## src/rtl/branch_predict_resolve.sv

```systemverilog
// Execute-stage branch resolve unit with a per-PC table of saturating direction counters.
// Optional BRANCH_STATS_EN adds conditional-branch and mispredict counters.
module branch_predict_resolve #(
  parameter int DATA_W    = 32,
  parameter int BHT_DEPTH = 64,
  parameter int CTR_W     = 2
) (
  input  logic              clk,
  input  logic              rst,
  input  logic [DATA_W-1:0] pred_pc,
  output logic              pred_taken,
  input  logic              res_valid,
  input  logic [DATA_W-1:0] res_pc,
  input  logic [5:0]        res_opcode,
  input  logic [5:0]        res_funct,
  input  logic [4:0]        res_rt,
  input  logic [25:0]       res_imm26,
  input  logic [DATA_W-1:0] res_src_a,
  input  logic [DATA_W-1:0] res_src_b,
  input  logic              res_pred_taken,
  input  logic              flush,
  output logic              out_valid,
  output logic              take_branch,
  output logic              mispredict,
  output logic [DATA_W-1:0] redirect_pc,
  output logic              is_cond
`ifdef BRANCH_STATS_EN
  ,
  output logic [31:0]       stat_branches,
  output logic [31:0]       stat_mispredicts
`endif
);

  localparam int IDX_W = $clog2(BHT_DEPTH);
  localparam logic [CTR_W-1:0] CTR_INIT = CTR_W'((1 << (CTR_W - 1)) - 1);
  localparam logic [CTR_W-1:0] CTR_MAX  = {CTR_W{1'b1}};

  typedef enum logic [1:0] {
    KIND_NONE,
    KIND_COND,
    KIND_JUMP,
    KIND_JREG
  } kind_t;

  logic [CTR_W-1:0]  bht [BHT_DEPTH];
  logic [IDX_W-1:0]  pred_idx;
  logic [IDX_W-1:0]  res_idx;
  logic [CTR_W-1:0]  cur_ctr;
  logic [CTR_W-1:0]  new_ctr;
  logic [DATA_W-1:0] pc4;
  logic [DATA_W-1:0] br_target;
  logic [DATA_W-1:0] j_target;
  logic [15:0]       imm16;
  logic              accept;
  logic              a_neg;
  logic              a_zero;
  kind_t             kind;
  logic              actual;
  logic              nxt_take;
  logic              nxt_mis;
  logic [DATA_W-1:0] nxt_redirect;
  logic              unused_pred_bits;

  assign pred_idx   = pred_pc[IDX_W+1:2];
  assign res_idx    = res_pc[IDX_W+1:2];
  assign pred_taken = bht[pred_idx][CTR_W-1];
  assign unused_pred_bits = ^{pred_pc[DATA_W-1:IDX_W+2], pred_pc[1:0]};

  assign accept    = res_valid & ~flush;
  assign imm16     = res_imm26[15:0];
  assign pc4       = res_pc + DATA_W'(4);
  assign br_target = pc4 + {{(DATA_W-18){imm16[15]}}, imm16, 2'b00};
  assign j_target  = {pc4[DATA_W-1:28], res_imm26, 2'b00};
  assign a_neg     = res_src_a[DATA_W-1];
  assign a_zero    = (res_src_a == '0);

  always_comb begin
    kind   = KIND_NONE;
    actual = 1'b0;
    unique case (res_opcode)
      6'h04: begin kind = KIND_COND; actual = (res_src_a == res_src_b); end
      6'h05: begin kind = KIND_COND; actual = (res_src_a != res_src_b); end
      6'h06: begin kind = KIND_COND; actual = a_neg | a_zero; end
      6'h07: begin kind = KIND_COND; actual = ~a_neg & ~a_zero; end
      6'h01: begin
        if (res_rt == 5'b00000) begin
          kind = KIND_COND; actual = a_neg;
        end else if (res_rt == 5'b00001) begin
          kind = KIND_COND; actual = ~a_neg;
        end
      end
      6'h02, 6'h03: kind = KIND_JUMP;
      6'h00: if (res_funct == 6'h08 || res_funct == 6'h09) kind = KIND_JREG;
      default: kind = KIND_NONE;
    endcase
  end

  // J/JAL were already redirected upstream, so only JR/JALR force a mispredict
  always_comb begin
    nxt_take     = 1'b0;
    nxt_mis      = 1'b0;
    nxt_redirect = pc4;
    unique case (kind)
      KIND_COND: begin
        nxt_take     = actual;
        nxt_mis      = actual ^ res_pred_taken;
        nxt_redirect = actual ? br_target : pc4;
      end
      KIND_JUMP: begin
        nxt_take     = 1'b1;
        nxt_redirect = j_target;
      end
      KIND_JREG: begin
        nxt_take     = 1'b1;
        nxt_mis      = 1'b1;
        nxt_redirect = res_src_a;
      end
      default: ;
    endcase
  end

  always_ff @(posedge clk or posedge rst) begin
    if (rst) begin
      out_valid   <= 1'b0;
      take_branch <= 1'b0;
      mispredict  <= 1'b0;
      redirect_pc <= '0;
      is_cond     <= 1'b0;
    end else if (accept) begin
      out_valid   <= 1'b1;
      take_branch <= nxt_take;
      mispredict  <= nxt_mis;
      redirect_pc <= nxt_redirect;
      is_cond     <= (kind == KIND_COND);
    end else begin
      out_valid   <= 1'b0;
      take_branch <= 1'b0;
      mispredict  <= 1'b0;
      redirect_pc <= '0;
      is_cond     <= 1'b0;
    end
  end

  assign cur_ctr = bht[res_idx];

  always_comb begin
    new_ctr = cur_ctr;
    if (actual) begin
      if (cur_ctr != CTR_MAX) new_ctr = cur_ctr + CTR_W'(1);
    end else begin
      if (cur_ctr != '0) new_ctr = cur_ctr - CTR_W'(1);
    end
  end

  // Flop array so every counter can be restored asynchronously
  always_ff @(posedge clk or posedge rst) begin
    if (rst) begin
      for (int unsigned i = 0; i < unsigned'(BHT_DEPTH); i++) bht[i] <= CTR_INIT;
    end else if (accept && kind == KIND_COND) begin
      bht[res_idx] <= new_ctr;
    end
  end

`ifdef BRANCH_STATS_EN
  always_ff @(posedge clk or posedge rst) begin
    if (rst) begin
      stat_branches    <= '0;
      stat_mispredicts <= '0;
    end else if (accept && kind == KIND_COND) begin
      if (stat_branches != '1) stat_branches <= stat_branches + 32'd1;
      if (nxt_mis && stat_mispredicts != '1) stat_mispredicts <= stat_mispredicts + 32'd1;
    end
  end
`else
  // statistics counters are not built in this configuration
`endif

endmodule

```

## config.mk

```make
export PLATFORM = sky130hd
export DESIGN_NAME = branch_predict_resolve
export DESIGN_NICKNAME = d
export VERILOG_FILES = /design/src/rtl/branch_predict_resolve.sv
export SDC_FILE = /design/constraint.sdc
export NUM_CORES = 1
export LEC_CHECK = 0
export ABC_AREA = 1
export ABC_CLOCK_PERIOD_IN_PS = 10700
export CORE_MARGIN = 3
export CORE_UTILIZATION = 52
export CTS_CLUSTER_SIZE = 25
export DETAILED_ROUTE_END_ITERATION = 10
export PLACE_DENSITY = 0.78
export SLEW_MARGIN = 20
export SYNTH_ARGS = -nofsm -noshare
export SYNTH_HDL_FRONTEND = slang
export SYNTH_SLANG_ARGS = --single-unit
export TNS_END_PERCENT = 30
```

## constraint.sdc

```tcl
create_clock -name clk -period 10.7 [get_ports clk]
set_input_delay 1.07 -clock clk [delete_from_list [all_inputs] [get_ports clk]]
set_output_delay 1.07 -clock clk [all_outputs]
set_load 0.05 [all_outputs]
```

==> out/qor.txt <==
R2R depth: 15
Final WS setup: 4.84 ns
wire length per cell: 18.0 um
share of post-route cells with drive strength above 1: 0.0578
Setup Viol. Count Final: 0
syn nets: 2403
period utilization: 0.548
Netlist cell types: 42
crit path time final: 5.86 ns
RSZ-0062 raised after global routing: no
initial drt markers: 1412
Pwr Density: 104 nW/um^2
std cell rows: 58
all-layer global routing usage: 0.340
initial antenna violation count: 0
Worst EP required: 9.63 ns
CP endpoint kind: output port
clock sink count: 164
gpl congestion: 0.975
area of the multi-input gates: 7970 um^2
VDD IR max: 0.0000951 V
via count: 15000
syn avg cell area: 6.11 um^2
startpoint types: input port
die height: 166 um
drt first pass iters: 5
HPWL after DPL: 35.0 mm
Yosys reg bits: 164
Critical Path AT: 4.79 ns
pre-CTS worst setup slack: 5.09 ns
CP max FO: 19
Die W: 166 um
Antenna Nets Post-Route: 0
CORE AREA: 25300 um^2
LEAKAGE: 0.00761 uW
num ports: 213
max-cap violations: 0
Hold Crit Class: flop to flop
CTS resizes: 0
Worst-Skew Late Latency: 0.44 ns
via-per-instance ratio: 5.63
commonest non-fill, non-tap cells in the layout: nand2_1, nor2_1, inv_1, clkdlybuf4s50_1, nand3_1
CTS Root Cell: clkbuf_16
first-pass GRT wire length: 76.3 mm
max-slew violations: 0
register area share after synthesis: 0.313
postcts setup bufs: 0
Setup TNS Final: 0 ns
Layout area overhead: 19.1%
status: finished, final reports clean
number of fill cells: 2403
DRC violations left: 0
relative slew slack: 0.308
hold path cells: 2
Mapped Area: 13400 um^2
Longest Clk Path Bufs: 2
CTS Buf Count: 17
PortBufs: 185
DIE AREA: 27700 um^2
hold buffers post-CTS: 0
starting density of the core: 0.530
Setup CP Type: input port to output port
final clock skew: 0.0149 ns
vias in the first global route: 14300
total gr overflow: 0
cells after synthesis: 2191
clock-pin slew on the worst setup and hold paths: 0.07 ns
max frequency: 171 MHz
FF+latch area: 4180 um^2
worst-margin pin slew: 1.04 ns
most common cell after layout, fill and taps aside: nand2_1
synthesis warning total: 0
largest net degree at the start of global routing: 96
CTS tree: done
final net count: 2536
antenna fix cells: 0
H-tree depth: 4
final WL: 48.1 mm
Final Hold Fails: 0
## final cells by class
cell class	instances	share of cell area
Inverter	218	0.0516
Sequential cell	164	0.262
Clock buffer	18	0.0275
Multi-Input combinational cell	1727	0.500
Timing Repair Buffer	196	0.121
Clock inverter	14	0.0115
Tap cell	330	0.0259
## logic make-up after synthesis
logic type	count (synthesis)	share of synthesized area
xor gates and xnor gates	70	0.0458
buffers and inverters	300	0.0936
AOI/OAI and AO/OA	257	0.104
DFF	164	0.313
adders and majority gates	36	0.0342
and+or+nand+nor	1364	0.410
## where the power goes
| part | internal [uW] | switching [uW] |
|---|---|---|
| Clock | 345 | 317 |
| Sequential | 627 | 1.67 |
| Combinational | 136 | 233 |
| Total | 1110 | 552 |
## synth_stat cells
master | number | area share
xnor2_1 | 49 | 0.032
buf_4 | 8 | 0.0045
nor2_1 | 224 | 0.063
nand3b_1 | 4 | 0.0022
nand4_1 | 15 | 0.0070
nand3_2 | 1 | 0.00075
o21ai_1 | 3 | 0.0011
o221ai_1 | 4 | 0.0026
inv_2 | 11 | 0.0031
ha_1 | 35 | 0.033
o31ai_1 | 1 | 0.00056
o21a_1 | 1 | 0.00056
and3_1 | 2 | 0.00093
o21bai_1 | 6 | 0.0034
buf_2 | 23 | 0.0086
a211oi_1 | 1 | 0.00056
nand3_1 | 178 | 0.067
nor2_2 | 1 | 0.00047
o22ai_1 | 13 | 0.0061
a21o_1 | 3 | 0.0017
o21ai_2 | 1 | 0.00065
buf_6 | 9 | 0.0076
clkbuf_1 | 38 | 0.011
clkinv_1 | 3 | 0.00084
nor3_2 | 2 | 0.0015
o21ai_0 | 119 | 0.045
nand2_2 | 2 | 0.00093
xor2_1 | 21 | 0.014
dfstp_2 | 64 | 0.13
dfrtp_1 | 100 | 0.19
nor3_1 | 23 | 0.0086
nor4_1 | 1 | 0.00047
buf_1 | 4 | 0.0011
a221oi_1 | 10 | 0.0065
or2_2 | 4 | 0.0019
and2_1 | 3 | 0.0014
nand2_4 | 1 | 0.00084
nand2_1 | 902 | 0.25
fa_1 | 1 | 0.0015
a21oi_1 | 95 | 0.036
nor3b_1 | 1 | 0.00056
inv_1 | 204 | 0.057
## stage by stage
step                hold WS, ns  cell area, um^2  total power, uW   util  std cells
floorplan                 0.447            13400              854      -       2191
global placement          0.452            15300             1000  0.606       2635
detailed placement        0.455            15300             1000  0.606       2635
CTS                       0.468            15900             1660  0.631       2667
global route              0.479            15900             1720  0.631       2667
finish                    0.468            15900             1660  0.631       2667
## path summary, 6_finish.rpt
path	startpoint	endpoint	slack [ns]
hold reg to reg	bht[2]	bht[2]	0.47
setup reg to reg	bht[29]	bht[0]	7.89
max in group asynchronous	rst	bht[49]	8.00
setup / recovery	pred_pc[3]	pred_taken	4.84
min in group asynchronous	rst	redirect_pc[0]	1.19
hold / removal	bht[2]	bht[2]	0.47
## worst max-delay path, cell delays in order
cell and delay [ns]:
clkdlybuf4s50_1 0.85, inv_1 0.84, o21ai_0 0.20, o22ai_1 0.34, o21ai_0 0.13, o221ai_1 0.20
nand2_1 0.08, o21ai_0 0.21, clkdlybuf4s50_1 0.85
## flip-flops by register name, summed over array words and instances (netlist names)
signal       count
out_valid        1
is_cond          1
take_branch      1
bht            128
redirect_pc     32
mispredict       1
## per-layer routing
layer / up-vias / GRT usage / share of wire
met1: 6990 / 0.436 / 0.41
met2: 710 / 0.586 / 0.48
met3: 130 / 0.0437 / 0.077
met5: - / 0 / 0
met4: 0 / 0.131 / 0.040
li1: 7187 / - / -
(Power assumes the default switching activity.)
